==> config.mk <==
export PLATFORM = sky130hd
export DESIGN_NAME = clint_regfile
export DESIGN_NICKNAME = d
export VERILOG_FILES = /design/src/rtl/clint_pkg.sv /design/src/rtl/clint_rtc_sync.sv /design/src/rtl/clint_regfile.sv
export SDC_FILE = /design/constraint.sdc
export NUM_CORES = 1
export LEC_CHECK = 0
export BUFFER_PORTS_ARGS = -buffer_cell sky130_fd_sc_hd__buf_2
export CORE_MARGIN = 2
export CORE_UTILIZATION = 45
export CTS_CLUSTER_DIAMETER = 30
export CTS_CLUSTER_SIZE = 14
export DETAILED_ROUTE_END_ITERATION = 10
export GPL_TIMING_DRIVEN = 0
export PLACE_DENSITY = 0.68
export SLEW_MARGIN = 20
export SYNTH_ARGS = -nofsm -noshare
export SYNTH_HDL_FRONTEND = slang
export SYNTH_SLANG_ARGS = --single-unit
==> constraint.sdc <==
create_clock -name clk_i -period 4.4 [get_ports clk_i]
set_input_delay 0.44 -clock clk_i [delete_from_list [all_inputs] [get_ports clk_i]]
set_output_delay 0.44 -clock clk_i [all_outputs]
set_load 0.005 [all_outputs]
==> src/rtl/clint_pkg.sv <==
// Shared constants, register-region decode types and the address decode helper
// for the CLINT register bank.
package clint_pkg;

  localparam logic [15:0] MSIP_BASE     = 16'h0000;
  localparam logic [15:0] MTIMECMP_BASE = 16'h4000;
  localparam logic [15:0] MTIME_BASE    = 16'hBFF8;

  localparam int unsigned RTC_SYNC_STAGES = 2;

  typedef enum logic [1:0] {
    REG_NONE     = 2'd0,
    REG_MSIP     = 2'd1,
    REG_MTIMECMP = 2'd2,
    REG_MTIME    = 2'd3
  } clint_reg_e;

  typedef struct packed {
    clint_reg_e  region;
    logic [12:0] idx;
  } clint_dec_t;

  // Word index below a region base wraps to a huge value, so one upper bound
  // check per region is enough.
  function automatic clint_dec_t clint_decode(input logic [15:0] addr,
                                              input int unsigned nr_cores);
    clint_dec_t  dec;
    logic [12:0] word;
    logic [12:0] cmp_idx;
    logic [12:0] msip_idx;
    word     = addr[15:3];
    cmp_idx  = word - MTIMECMP_BASE[15:3];
    msip_idx = word - MSIP_BASE[15:3];
    dec.region = REG_NONE;
    dec.idx    = 13'd0;
    if (word == MTIME_BASE[15:3]) begin
      dec.region = REG_MTIME;
    end else if (32'(cmp_idx) < nr_cores) begin
      dec.region = REG_MTIMECMP;
      dec.idx    = cmp_idx;
    end else if (32'(msip_idx) < (nr_cores + 32'd1) / 32'd2) begin
      dec.region = REG_MSIP;
      dec.idx    = msip_idx;
    end else begin
      dec.region = REG_NONE;
    end
    return dec;
  endfunction

endpackage

==> src/rtl/clint_rtc_sync.sv <==
// Brings the slow asynchronous RTC into the clk_i domain and emits a one-cycle
// tick per synchronized rising edge.
module clint_rtc_sync
  import clint_pkg::*;
(
  input  logic clk_i,
  input  logic rst_ni,
  input  logic rtc_i,
  output logic tick_o
);

  localparam int unsigned TOP = RTC_SYNC_STAGES - 1;

  logic [RTC_SYNC_STAGES-1:0] sync_q;
  logic [RTC_SYNC_STAGES-1:0] vld_q;
  logic                       prev_q;

  // Synchronizer chain plus edge register; prev_q is held high until the
  // chain carries real samples, so a level already high at reset release is
  // never taken as an edge.
  always_ff @(posedge clk_i or negedge rst_ni) begin
    if (!rst_ni) begin
      sync_q <= '0;
      vld_q  <= '0;
      prev_q <= 1'b1;
    end else begin
      sync_q <= {sync_q[RTC_SYNC_STAGES-2:0], rtc_i};
      vld_q  <= {vld_q[RTC_SYNC_STAGES-2:0], 1'b1};
      prev_q <= vld_q[TOP] ? sync_q[TOP] : 1'b1;
    end
  end

  assign tick_o = sync_q[TOP] & ~prev_q;

endmodule

==> src/rtl/clint_regfile.sv <==
// CLINT register bank: MSIP, per-hart MTIMECMP and the shared MTIME counter,
// with RAM-like access, zero-latency reads and registered interrupt outputs.
module clint_regfile
  import clint_pkg::*;
#(
  parameter int unsigned NR_CORES       = 1,
  parameter int unsigned AXI_ADDR_WIDTH = 64,
  parameter int unsigned AXI_DATA_WIDTH = 64
) (
  input  logic                      clk_i,
  input  logic                      rst_ni,
  input  logic                      rtc_i,
  input  logic                      en_i,
  input  logic                      we_i,
  input  logic [AXI_ADDR_WIDTH-1:0] address_i,
  input  logic [AXI_DATA_WIDTH-1:0] wdata_i,
  output logic [AXI_DATA_WIDTH-1:0] rdata_o,
  output logic [NR_CORES-1:0]       timer_irq_o,
  output logic [NR_CORES-1:0]       ipi_o
);

  logic                      tick_s;
  clint_dec_t                dec_s;
  logic                      unused_addr_s;
  logic [NR_CORES-1:0]       msip_q, msip_d;
  logic [NR_CORES-1:0]       irq_q, irq_d;
  logic [NR_CORES-1:0][63:0] mtimecmp_q, mtimecmp_d;
  logic [63:0]               mtime_q, mtime_d;

  clint_rtc_sync u_rtc_sync (
    .clk_i  (clk_i),
    .rst_ni (rst_ni),
    .rtc_i  (rtc_i),
    .tick_o (tick_s)
  );

  assign dec_s         = clint_decode(address_i[15:0], NR_CORES);
  assign unused_addr_s = ^{address_i[AXI_ADDR_WIDTH-1:16], address_i[2:0]};

  // Next state: a software write to MTIME overrides a coincident tick.
  always_comb begin
    msip_d     = msip_q;
    mtimecmp_d = mtimecmp_q;
    mtime_d    = tick_s ? mtime_q + 64'd1 : mtime_q;
    for (int unsigned i = 0; i < NR_CORES; i++) begin
      irq_d[i] = (mtime_q >= mtimecmp_q[i]);
    end
    if (en_i && we_i) begin
      case (dec_s.region)
        REG_MSIP: begin
          for (int unsigned i = 0; i < NR_CORES; i++) begin
            msip_d[i] = (i / 32'd2 == 32'(dec_s.idx)) ? wdata_i[32 * (i % 2)] : msip_q[i];
          end
        end
        REG_MTIMECMP: begin
          for (int unsigned i = 0; i < NR_CORES; i++) begin
            mtimecmp_d[i] = (i == 32'(dec_s.idx)) ? wdata_i : mtimecmp_q[i];
          end
        end
        REG_MTIME: mtime_d = wdata_i;
        default:   mtime_d = mtime_d;
      endcase
    end else begin
      msip_d = msip_q;
    end
  end

  // Combinational read decode over current register values.
  always_comb begin
    rdata_o = '0;
    if (en_i && !we_i) begin
      case (dec_s.region)
        REG_MSIP: begin
          for (int unsigned i = 0; i < NR_CORES; i++) begin
            rdata_o[32 * (i % 2)] = (i / 32'd2 == 32'(dec_s.idx)) ? msip_q[i]
                                                                  : rdata_o[32 * (i % 2)];
          end
        end
        REG_MTIMECMP: begin
          for (int unsigned i = 0; i < NR_CORES; i++) begin
            rdata_o = (i == 32'(dec_s.idx)) ? mtimecmp_q[i] : rdata_o;
          end
        end
        REG_MTIME: rdata_o = mtime_q;
        default:   rdata_o = '0;
      endcase
    end else begin
      rdata_o = '0;
    end
  end

  // Architectural state and interrupt registers.
  always_ff @(posedge clk_i or negedge rst_ni) begin
    if (!rst_ni) begin
      msip_q     <= '0;
      irq_q      <= '0;
      mtimecmp_q <= '1;
      mtime_q    <= 64'd0;
    end else begin
      msip_q     <= msip_d;
      irq_q      <= irq_d;
      mtimecmp_q <= mtimecmp_d;
      mtime_q    <= mtime_d;
    end
  end

  assign ipi_o       = msip_q;
  assign timer_irq_o = irq_q;

endmodule
==> results of run 1 <==
routing by layer:
layer / vias up / share of wire (%)
li1: 3915 / -
met1: 3847 / 46
met2: 278 / 47
met3: 26 / 6.2
met4: 0 / 1.1
met5: - / 0
layout make-up:
class                      instances  area share (%)
multi-input combinational        763           45.60
sequential                       135           33.21
timing repair buffer             149           7.520
clock buffer                      23           4.685
tap                              260           3.123
inverter                          75           2.703
buffer                            54           2.222
clock inverter                     9          0.9369
power groups by stage:
stage                     logic (mW)  registers, mW  clock network [mW]
after floorplan                0.412           1.49                   0
after detailed placement       0.581           1.54                   0
after CTS                      0.588           1.52                1.43
final                          0.590           1.53                1.42
after global routing           0.672           1.55                1.49
after global placement         0.563           1.54                   0
worst paths after layout:
path / start / end / slack, ns / cells after the start
min reg2reg: u_rtc_sync.sync_q[0]$_DFF_PN0_ / u_rtc_sync.sync_q[1]$_DFF_PN0_ / 0.35 / 0
max in group asynchronous: rst_ni / mtimecmp_q[47]$_DFFE_PN1P_ / 3.09 / 3
min: rtc_i / u_rtc_sync.sync_q[0]$_DFF_PN0_ / 0.12 / 1
min in group asynchronous: rst_ni / mtime_q[17]$_DFF_PN0_ / 0.49 / 2
max: address_i[14] / rdata_o[22] / 0.90 / 11
max reg2reg: mtime_q[0]$_DFF_PN0_ / mtime_q[54]$_DFF_PN0_ / 1.63 / 7
critical path: cells and delay by family:
kind                     cells  cell delay [ns]
AO/OA/AOI/OAI                1             0.20
adder cells (fa/ha/maj)      1             0.28
buffers and inverters        4             0.86
AND/OR/NAND/NOR              5             1.29
cells by family after synthesis:
group,after synthesis,synth area share (%)
compound gates,247,16.94
simple gates,379,20.71
buf+inv,129,5.881
flops,135,39.66
mux,5,0.6312
other cells,1,0.04299
fa+ha+maj,69,9.898
xor+xnor,62,6.226
state kept, by name (all words and copies together) (netlist names):
register           flops
mtime_q               64
mtimecmp_q            64
u_rtc_sync.sync_q      2
u_rtc_sync.vld_q       2
ipi_o                  1
timer_irq_o            1
u_rtc_sync.prev_q      1
cell usage in the layout, fill, tap and decap left out, types with 3 or more instances in the layout:
| master | instances |
|---|---|
| sky130_fd_sc_hd__buf_2 | 154 |
| sky130_fd_sc_hd__nor2_1 | 144 |
| sky130_fd_sc_hd__nand2_1 | 110 |
| sky130_fd_sc_hd__a21oi_1 | 82 |
| sky130_fd_sc_hd__inv_1 | 75 |
| sky130_fd_sc_hd__o21ai_0 | 72 |
| sky130_fd_sc_hd__dfrtp_1 | 70 |
| sky130_fd_sc_hd__ha_1 | 69 |
| sky130_fd_sc_hd__dfstp_2 | 65 |
| sky130_fd_sc_hd__a22oi_1 | 63 |
| sky130_fd_sc_hd__clkbuf_1 | 45 |
| sky130_fd_sc_hd__nand3_1 | 32 |
| sky130_fd_sc_hd__xor2_1 | 32 |
| sky130_fd_sc_hd__xnor2_1 | 30 |
| sky130_fd_sc_hd__nand4_1 | 24 |
| sky130_fd_sc_hd__clkbuf_16 | 17 |
| sky130_fd_sc_hd__nor4_1 | 14 |
| sky130_fd_sc_hd__and3_1 | 9 |
| sky130_fd_sc_hd__nor3_1 | 8 |
| sky130_fd_sc_hd__and4_1 | 7 |
| sky130_fd_sc_hd__a21o_1 | 6 |
| sky130_fd_sc_hd__clkinv_2 | 6 |
| sky130_fd_sc_hd__nor3_2 | 5 |
| sky130_fd_sc_hd__nand2b_1 | 5 |
| sky130_fd_sc_hd__o21a_1 | 4 |
| sky130_fd_sc_hd__a2111oi_0 | 4 |
| sky130_fd_sc_hd__clkbuf_8 | 4 |
| sky130_fd_sc_hd__and2_1 | 3 |
| sky130_fd_sc_hd__nor4_4 | 3 |
| sky130_fd_sc_hd__nor4b_1 | 3 |
| sky130_fd_sc_hd__mux2_2 | 3 |
| sky130_fd_sc_hd__a21boi_0 | 3 |
| sky130_fd_sc_hd__a211oi_1 | 3 |
==> impl.org, run 1 <==
** STA
- For this run, the top clock speed supported by timing is between 200 and 300 MHz.
- Slew HR :: a little under a quarter
- Final-layout setup total negative slack :: 0 ns
- Post-layout min period :: around 3.5 ns
- Worst Tran Pin Value :: roughly 1.1 ns
- Fin Hold WS :: 0.1243 ns
- Max-slew violation count :: 0
- Setup repair after global routing left no endpoint under its margin.
- Final count of negative-setup-slack endpoints :: 0
- Post-route worst setup slack :: 0.9035 ns
- Clock Skew :: about 0.007 ns
- After layout, the worst path uses just under 80% of the clock period.
- The final hold violation count was 0.

** Status
- The flow ran to the end, and the final reports show no timing, DRC or antenna violations.

** Clock network
- The H-tree was split into 4 levels.
- Post-CTS clock slew at the launch and capture registers of the worst setup and hold paths :: 0.06 ns
- Clock net sink count :: around 140
- Gates resized during post-CTS repair numbered 0.
- Longest Clk Path Bufs :: 2
- Once the clock tree was built, the setup fixing pass inserted 0 buffers.
- Clock root buffer :: sky130_fd_sc_hd__clkbuf_16
- TritonCTS built the clock tree.
- Inserted Clock Buffers :: 17
- The later pin in the worst-skew pair is clocked with a latency of about 0.42 ns.
- CTS Hold Buffers Added :: 1

** Setup path
- Most common cell type on the critical path :: sky130_fd_sc_hd__nor2_1
- Worst Setup Path Type :: in -> out
- Delay of the slowest cell on the worst path :: about 0.86 ns
- Sort of element at the start of the critical path :: primary input
- Data arrives at the worst endpoint at just over 3 ns.
- For this design, the slowest cell found on the critical path is sky130_fd_sc_hd__nor2_1.
- The signal on the critical path passes through buf_2 > inv_1 > ha_1 > nand2_1 > nor2_1 > nand2_1 > nor2_1 > clkbuf_1 > a22oi_1 > nor2_1 > buf_2.
- Critical Path End Type :: output pin
- Required time at the endpoint of the critical path :: approximately 4 ns
- Biggest fanout along the worst timing path :: 10

** Die
- The die is approximately 140 um wide.
- Die area :: between 20000 and 25000 um2
- In this run the count of I/O pins placed on the die edge is around 200.
- Once the floorplan was initialized, standard cells occupied around 46% of the core.
- Cell row count :: 50
- Core area :: about 19000 um2
- The floorplan step set the die height to between 100 and 150 um.

** Drt
- Dividing the detail-routed wire length by the instance count gives ~17 um.
- For this run, design rule violations remaining after detail routing come to 0.
- After the first detailed-routing iteration, the DRC count stood at slightly above 600.
- Dividing the detail-routed via count by the number of cells gives 5.495.
- The detailed router placed ~8.1k vias in this run.
- DRT Wirelength :: ~25000 um
- The first detailed-routing pass took 5 iterations.
- DRT antenna net count :: 0

** Finish
- Count of filler cells inserted in the layout :: about 1.8k
- Non-filler instance count after layout :: 1468
- Core occupancy in the finished layout :: between 50% and 60%
- Area growth, synth to finish :: 19.42%
- Final nets :: around 1.4k
- Total non-filler cell area in the finished layout :: between 10000 and 15000 um2
- Share of cells above drive strength 1 :: around 22%
- Registers take roughly 3500 um2.
- Antenna diode count :: 0
- In the final layout, the multi-input gates occupy about 4700 um2.

** GRT
- met2 is the most crowded layer.
- Met1 Use GR :: between 30% and 40%
- Met2 Use GR :: roughly two fifths
- Global Route Usage Sum :: between 20% and 30%
- GR Util met3 :: about 3.5%
- Number of antenna violations at the first check in global routing :: 0
- Overflow after GRT :: 0
- The number of global-route vias before repair was between 7k and 8k.
- Wire length of the first global-routing pass :: about 40000 um
- Entering global routing, the biggest net connects between 90 and 100 pins.

** Logic synthesis
- The Yosys step of the flow raised 0 warnings.
- Synthesis produced a netlist whose cell count is between 1k and 1.5k.
- Total of flip-flops plus latches after synthesis :: 135
- Yosys mapped a number of flops with a built-in enable equal to 0.
- Syn Nets :: 1229
- Area contributors post-synth :: sky130_fd_sc_hd__dfrtp_1, sky130_fd_sc_hd__dfstp_2, sky130_fd_sc_hd__ha_1
- After synthesis, flip-flops and latches occupy around two fifths of the total area.
- Most common cell in the netlist :: sky130_fd_sc_hd__nor2_1
- Share of Yosys cell area claimed by the top area cell type :: ~20%
- Largest area contributor in the netlist :: sky130_fd_sc_hd__dfrtp_1
- Synthesized area per cell :: 8.493 um2
- Of all flip-flops after synthesis, the portion carrying an async set or reset was between 90% and 100%.
- The netlist uses between 50 and 60 different library cells.
- Ranked by instance count, the synthesized netlist is headed by sky130_fd_sc_hd__nor2_1, sky130_fd_sc_hd__nand2_1, sky130_fd_sc_hd__a21oi_1.
- Combined area of all synthesized cells :: about 8700 um2
- The most used flip-flop cell after synthesis is sky130_fd_sc_hd__dfrtp_1.

** Place
- Detail Placement HPWL :: between 15000 and 20000 um
- OpenSTA, run right after detailed placement, puts the worst setup slack at ~0.96 ns.
- Input and output buffers added on the ports amount to ~150.
- After detailed placement, the total cell area comes to 9821 um2.
- Weighted congestion at the end of routability-driven global placement :: 0.8613
- Once placement completed, the tool counted placed cells totaling roughly 1.4k.

** Power
- Reg power frac :: 43.1%
- In this run switching power makes up 29.54% of total power.
- Across the VDD grid, the largest voltage drop is around 0.00028 V.
- In this run the static leakage power is between 4 and 5 nW.
- Overall power consumption :: between 3 and 4 mW
- Combinational fraction of design power :: between 10% and 20%
- Switch Pwr :: between 1 and 1.5 mW
- Internal power comes to ~2.5 mW.
- Power Dens Cells :: 339.5 nW/um2
- Per report_power, the clock group accounts for approximately two fifths of the total.

** Job
- Number of maximum-capacitance constraint violations :: 0

** Min path
- Path category of the worst min-delay check :: in -> reg
(Power assumes the default switching activity.)
==> run 2, diff against run 1 <==
--- a/config.mk
+++ b/config.mk
@@ -12,7 +12,7 @@
 export CTS_CLUSTER_SIZE = 14
 export DETAILED_ROUTE_END_ITERATION = 10
 export GPL_TIMING_DRIVEN = 0
-export PLACE_DENSITY = 0.68
+export PLACE_DENSITY = 0.71
 export SLEW_MARGIN = 20
 export SYNTH_ARGS = -nofsm -noshare
 export SYNTH_HDL_FRONTEND = slang
==> constraint.sdc (replaced) <==
create_clock -name clk_i -period 3.1 [get_ports clk_i]
set_input_delay 0.31 -clock clk_i [delete_from_list [all_inputs] [get_ports clk_i]]
set_output_delay 0.31 -clock clk_i [all_outputs]
set_load 0.005 [all_outputs]
==> run 2 against run 1 <==
Effect of this change: clock power increased by 42%; utilization increased by 0.11 points; global-route usage decreased by 0.29 points; clock-buffer cell count increased by 1; critical endpoint is now rdata_o[21]; largest cell class unchanged.
==> impl.org, run 2 (synthesis gave the netlist of run 1 again) <==
** Clock network
- Clock-pin slew was measured on the worst setup and hold paths at approximately 0.06 ns.
- Clock latency on the worst-skew pair :: 0.43 ns
- In this run the post-CTS setup repair buffer count came out at 0.
- The longest clock path from root to sink contains 2 buffers.
- Inserted Clock Buffers :: 17
- Clock tree synthesis found a total of between 100 and 150 sinks.
- The H-tree was split into 4 levels.
- Clock root buffer :: sky130_fd_sc_hd__clkbuf_16
- TritonCTS built the clock tree.

** Drt
- For this block, the routed nets add up to approximately 25000 um of wire.
- First drt pass iteration count :: 5
- Remaining design rule violation count :: 0
- DR WL/cell :: approximately 17 um
- After the first detailed-routing iteration, the DRC count stood at roughly 590.
- DRT antenna net count :: 0
- Avg Vias per Cell :: 5.571
- The final route contains roughly 8.2k vias.

** Finish
- Final nets :: about 1.4k
- In the layout the commonest cells are sky130_fd_sc_hd__buf_2, sky130_fd_sc_hd__nor2_1, sky130_fd_sc_hd__nand2_1, sky130_fd_sc_hd__a21oi_1, sky130_fd_sc_hd__inv_1.
- Compared with the post-synthesis result, the final layout area differs by 19.67%.
- Registers with the most flip-flops :: mtime_q x64, mtimecmp_q x64
- Most common cell after layout, fill and taps aside :: sky130_fd_sc_hd__buf_2
- The post-route netlist has 22.35% of its cells at a drive strength greater than 1.

** Min path
- Sink of the worst hold path :: mtimecmp_q[40]$_DFFE_PN1P_
- Path category of the worst min-delay check :: in -> reg
- HP Start :: wdata_i[40]
- Hold Crit Depth :: 3

** STA
- Across all hold checks on the routed design, the worst slack comes to approximately 0.10 ns.
- Setup repair after global routing left no endpoint under its margin.
- The final-report max-slew violation count came to 0.
- Clock skew on the completed layout was measured at 0.007683 ns.
- Summed over all failing endpoints, the final setup total negative slack is 0 ns.
- At the pin with the least slew margin, the transition time is roughly 1.1 ns.
- The final hold violation count is 0.
- Setup violations remaining at the end of the flow were counted as 0.
- In the finished design, the share of the clock period the worst path needs comes to roughly 94%.
- Post-layout min period :: around 2.9 ns
- Slew HR :: approximately 28%
- Timing would allow up to between 300 and 400 MHz.

** GRT
- Maximum number of pins on one net before global-route repair :: 92
- The initial antenna violation count is 2.
- Met2 Use GR :: approximately 40%
- In this run the most used layer during global routing was met2.
- Met1 Use GR :: between 30% and 40%
- The first global-routing pass estimated ~40000 um of wire.
- In the global route stage, met3 resource usage came out at 4.561%.
- Number of global-route vias before repair :: 7849
- Overflow after GRT :: 0
- Across every metal layer, demand over resource in global routing totals about a quarter.

** Die
- Floorplan die width :: between 100 and 150 um
- Number of placed I/O pins :: 199
- Vertical extent of the die :: ~140 um
- Die area :: between 20000 and 25000 um2
- For this configuration, the core starts out at a cell density of between 40% and 50%.
- Cell row count :: 50
- The total area inside the core boundary comes to ~19000 um2.

** Setup path
- Worst Setup Path Type :: in -> out
- Delay of the slowest cell on the worst path :: around 0.56 ns
- At the worst endpoint, the arrival time is about 2.6 ns.
- STA classifies the critical path startpoint as a primary input.
- STA classifies the critical path endpoint as an output pin.
- Among all stages on the critical path, the largest delay is contributed by sky130_fd_sc_hd__nor2_2.
- Of all nets on the critical path, the largest fanout is 10.
- The startpoint identified for the worst register-to-register timing path is mtime_q[0]$_DFF_PN0_.
- Ordered list of cells on the worst path :: buf_2 > inv_1 > ha_1 > nand2_1 > nor2_1 > nand2_1 > nor2_2 > clkbuf_1 > a22oi_1 > nor2_1 > buf_2
- End of the worst register-to-register path :: mtime_q[50]$_DFF_PN0_
- Worst reg-to-reg path cell count :: 7
- Required time at the endpoint of the critical path :: around 2.8 ns
- The setup check on the worst reg-to-reg path leaves a slack of about 0.43 ns.

** Place
- Input and output buffers added on the ports amount to 147.
- Routability-driven placement finished with a final weighted congestion of 0.8596.
- Detail Placement HPWL :: roughly 18000 um

** Power
- For this design the ratio of total power to cell area is 480.8 nW/um2.
- In this run the static leakage power is roughly 4.8 nW.
- The worst-case IR drop observed on VDD is between 0.0004 and 0.0005 V.

** Job
- Number of maximum-capacitance constraint violations :: 0

** Status
- The flow ran to the end, and the final reports show no timing, DRC or antenna violations.
==> run 2: cell count changes in the layout (fill, tap and decap cells not counted) <==
cell,change
sky130_fd_sc_hd__nor4_2,+1
sky130_fd_sc_hd__nor4_1,-1
sky130_fd_sc_hd__diode_2,+2
sky130_fd_sc_hd__clkinvlp_4,+1
sky130_fd_sc_hd__dlygate4sd3_1,+1
sky130_fd_sc_hd__nor2_1,-1
sky130_fd_sc_hd__clkinv_2,-2
sky130_fd_sc_hd__nor2_2,+1
==> run 2: per-stage QoR <==
stage | cells | util [%] | instance area [um2] | setup slack (ns) | power [mW]
after floorplan | 1027 | - | 8722 | 0.8600 | 2.696
final | 1470 | 55.25 | 10440 | 0.1717 | 5.019
after CTS | 1469 | 55.21 | 10430 | 0.1506 | 5.036
after global placement | 1434 | 51.78 | 9783 | -0.1661 | 2.976
after global routing | 1470 | 55.25 | 10440 | 0.02441 | 5.250
after detailed placement | 1435 | 51.98 | 9821 | -0.06617 | 3.004
==> run 2: worst max path at each step <==
stage	from	endpoint	slack [ns]
global placement	rst_ni	mtime_q[42]$_DFF_PN0_	-0.17
global route	address_i[14]	rdata_o[22]	0.02
CTS	address_i[3]	rdata_o[21]	0.15
floorplan	mtimecmp_q[53]$_DFFE_PN1P_	timer_irq_o$_DFF_PN0_	0.86
detailed placement	address_i[14]	rdata_o[21]	-0.07
finish	address_i[14]	rdata_o[21]	0.17
==> run 2: critical path: cells and delay by family <==
family | cells | cell delay, ns
and+or+nand+nor | 5 | 1.06
buffers and inverters | 4 | 0.84
adders and majority gates | 1 | 0.28
AOI/OAI and AO/OA | 1 | 0.13
==> run 2: layout make-up <==
type	instances	area, um2
Tap cell	260	325.3
Antenna cell	2	5.005
Inverter	75	281.5
Timing Repair Buffer	150	793.3
Multi-Input combinational cell	763	4758
Sequential cell	135	3460
Clock buffer	24	491.7
Buffer	53	227.7
Fill cell	1782	8456
Clock inverter	8	95.09
==> run 2: where the power goes <==
group	internal (mW)	total (mW)	switching [mW]	leakage, nW
clock	1.26	2.02	0.756	0.286
sequential	1.91	2.16	0.250	1.39
combinational	0.363	0.835	0.473	3.08
==> run 2: per-layer routing <==
layer / part of all wire, % / vias to the layer above
met5: 0 / -
met1: 45 / 3920
met4: 2.6 / 0
li1: - / 3910
met2: 46 / 305
met3: 6.8 / 54
==> run 2: what timing repair did <==
action | CTS | global route
pin swaps | 0 | 0
resized for setup | 1 | 1
setup endpoints to repair | 12 | 5
gates cloned | 0 | 0
hold buffers | 2 | 0
endpoints found under the hold margin | 20 | 0
==> run 3, diff against run 2 <==
--- a/config.mk
+++ b/config.mk
@@ -6,7 +6,6 @@
 export NUM_CORES = 1
 export LEC_CHECK = 0
 export BUFFER_PORTS_ARGS = -buffer_cell sky130_fd_sc_hd__buf_2
-export CORE_MARGIN = 2
 export CORE_UTILIZATION = 45
 export CTS_CLUSTER_DIAMETER = 30
 export CTS_CLUSTER_SIZE = 14
==> run 3 against run 2 <==
Effect of this change: fmax up 2.8%; clock-buffer cell count shrank 1; register-to-register slack lost 0.10 ns; non-clock buffer count is the same; first-iteration DRC count shrank 9.3%; clock power hardly changed; die area decreased by 2.8%; critical path depth shrank 2; critical endpoint is now rdata_o[32].
==> impl.org, run 3 (synthesis gave the netlist of run 1 again) <==
** Status
- The flow ran to the end, and the final reports show no timing, DRC or antenna violations.

** Die
- For this design the top-level I/O count stands at between 150 and 200.
- In this run the standard cell core region covers ~19000 um2.
- The die is 141.2 um wide.
- In this run the core area contains 50 standard-cell rows.
- Initial cell density of the core :: a little under half
- The die covers between 15000 and 20000 um2.
- The die is approximately 140 um tall.

** Finish
- At the end of the flow, the number of nets in the layout was between 1k and 1.5k.
- Top library cells by usage in the layout, fill and taps aside :: sky130_fd_sc_hd__buf_2, sky130_fd_sc_hd__nor2_1, sky130_fd_sc_hd__nand2_1, sky130_fd_sc_hd__a21oi_1, sky130_fd_sc_hd__inv_1
- Count of filler cells inserted in the layout :: between 1.5k and 2k
- The library cell used most frequently in the layout, excluding fill and tap cells, is sky130_fd_sc_hd__buf_2.
- Area growth, synth to finish :: 19.52%
- Cells with a size suffix above 1 make up 22.35% of the layout.
- Core occupancy in the finished layout :: a little under three fifths
- Registers with the most flip-flops :: mtime_q x64, mtimecmp_q x64

** Setup path
- The startpoint identified for the worst register-to-register timing path is mtimecmp_q[53]$_DFFE_PN1P_.
- The most critical setup path has its startpoint at address_i[7].
- Critical Path End Type :: output pin
- The worst setup path is launched from a primary input.
- Ordered list of cells on the worst path :: buf_2 > nor4_1 > nand3_1 > o21ai_0 > nand2_1 > a21o_1 > clkbuf_1 > nor2_1 > buf_2
- On the worst path, the slowest cell contributes a delay of 0.43 ns.
- Data on the critical path arrives at its endpoint at 2.54 ns.
- Data on the critical path is required at its endpoint by about 2.8 ns.
- Biggest fanout along the worst timing path :: 10
- Most common cell type on the critical path :: sky130_fd_sc_hd__buf_2
- By startpoint and endpoint, the worst setup path is classified as in -> out.
- On the critical path, the stage with the largest delay is an instance of sky130_fd_sc_hd__a21o_1.

** Place
- The congestion estimate from routability-driven global placement came to slightly below 0.9.
- Setup Slack @ Placement :: -0.07951 ns
- The count of buffers added on input and output ports is between 100 and 150.
- Detail Placement HPWL :: around 18000 um

** STA
- Max-slew violation count :: 0
- The final hold violation count is 0.
- In the final timing run, aggregate negative setup slack is 0 ns.
- Measured against its own limit, the worst slew margin works out to ~37%.
- Post-layout min period :: about 2.8 ns
- Setup violations remaining at the end of the flow were counted as 0.
- Timing would allow up to ~350 MHz.
- Dividing the final minimum period by the clock period gives around nine tenths.
- Worst Tran Pin Value :: around 0.93 ns
- Setup repair after global routing left no endpoint under its margin.
- Clock Skew :: 0.009822 ns
- Post-route worst setup slack :: approximately 0.25 ns

** Drt
- First drt pass iteration count :: 5
- DRT Wirelength :: between 20000 and 30000 um
- Total via count in the routed design :: 8154
- In this run, the number of DRC markers left after iteration 0 of detailed routing was around 530.
- For this run, design rule violations remaining after detail routing come to 0.
- In the routed layout, each cell is associated on average with a via count of 5.547.
- Amount of wire on met3 after detailed routing :: around 1700 um
- The count of nets left with antenna violations once routing finished came out at 0.
- Routed signal wires occupy layers up through met4.
- For this block, wires on met1 add up to 11250 um.
- DR WL/cell :: about 17 um
- Wire segments on met2 add up to about 12000 um in the final route.

** Clock network
- Longest Clk Path Bufs :: 2
- For this design, the sink count on the clock tree is between 100 and 150.
- Post-CTS clock slew at the launch and capture registers of the worst setup and hold paths :: ~0.06 ns
- The number of clock buffers added by TritonCTS is 17.
- Setup repair bufs after CTS :: 0
- Clock root buffer :: sky130_fd_sc_hd__clkbuf_16
- Clock latency on the worst-skew pair :: about 0.43 ns
- Htree depth :: 4
- TritonCTS built the clock tree.

** Power
- IR analysis of the VDD net gives a maximum drop of ~0.00042 V.
- For this design the static power due to leakage is approximately 4.7 nW.
- For this design the ratio of total power to cell area is roughly 480 nW/um2.

** GRT
- The first global-routing pass estimated around 40000 um of wire.
- The initial antenna violation count came to 2.
- Global routing used 26.11% of the available tracks across all layers.
- The number of global-route vias before repair came to approximately 7.8k.
- Overflow after GRT :: 0
- Maximum number of pins on one net before global-route repair :: 76

** Job
- The tool flagged a number of max-cap violations equal to 0.

** Min path
- Path category of the worst min-delay check :: in -> reg
- In this run the most critical hold path is launched from wdata_i[42].
==> run 3: cell count changes in the layout (fill, tap and decap cells not counted), sizes merged <==
cell / change
clkinv: +1
clkbuf: -1
==> run 3: critical path: cells and delay by family <==
kind / cells / cell delay, ns
AND/OR/NAND/NOR: 4 / 0.95
AO/OA/AOI/OAI: 2 / 0.67
buffers and inverters: 3 / 0.59
==> run 3: power breakdown <==
| group | internal (mW) | total, mW | switching, mW |
|---|---|---|---|
| clock | 1.22 | 1.99 | 0.769 |
| sequential | 1.91 | 2.17 | 0.252 |
| combinational | 0.363 | 0.838 | 0.475 |
| total | 3.50 | 4.99 | 1.50 |
==> run 3: area by class of cell <==
type / instances / area, um2 / share of cell area, %
inverter: 75 / 281.5 / 2.700
buffer: 53 / 229.0 / 2.196
antenna: 2 / 5.005 / 0.04801
timing repair buffer: 150 / 793.3 / 7.609
tap: 260 / 325.3 / 3.120
clock buffer: 23 / 467.9 / 4.489
sequential: 135 / 3460 / 33.19
clock inverter: 9 / 100.1 / 0.9602
multi-input combinational: 763 / 4763 / 45.69
==> run 3: per-stage QoR <==
step                cell area, um2  power (mW)  hold slack [ns]  std cells
finish                       10430       4.991          0.09853       1470
global route                 10430       5.242          0.09878       1470
CTS                          10410       5.008          0.09056       1469
detailed placement            9821       3.011           0.2916       1435
global placement              9783       2.975           0.3336       1434
floorplan                     8722       2.696          0.01441       1027
==> run 3: what timing repair did <==
action | in CTS | in global routing
cloned | 0 | 0
endpoints found under the hold margin | 25 | 0
endpoints found under the setup margin | 19 | 4
hold buffers | 2 | 0
resized for setup | 1 | 4
==> run 3: per-layer routing <==
metal,vias to the layer above,global-route usage [%]
met5,-,0
met4,0,11.56
met3,47,4.688
met2,298,41.25
met1,3888,35.00
li1,3921,-
==> run 3: final timing paths <==
path,end,cells after the start,slack [ns]
max,rdata_o[32],9,0.25
min,mtimecmp_q[42]$_DFFE_PN1P_,3,0.1
max reg2reg,timer_irq_o$_DFF_PN0_,8,0.33
min reg2reg,u_rtc_sync.vld_q[1]$_DFF_PN0_,0,0.35
max in group asynchronous,u_rtc_sync.prev_q$_DFF_PN1_,3,1.87
min in group asynchronous,mtime_q[13]$_DFF_PN0_,2,0.43
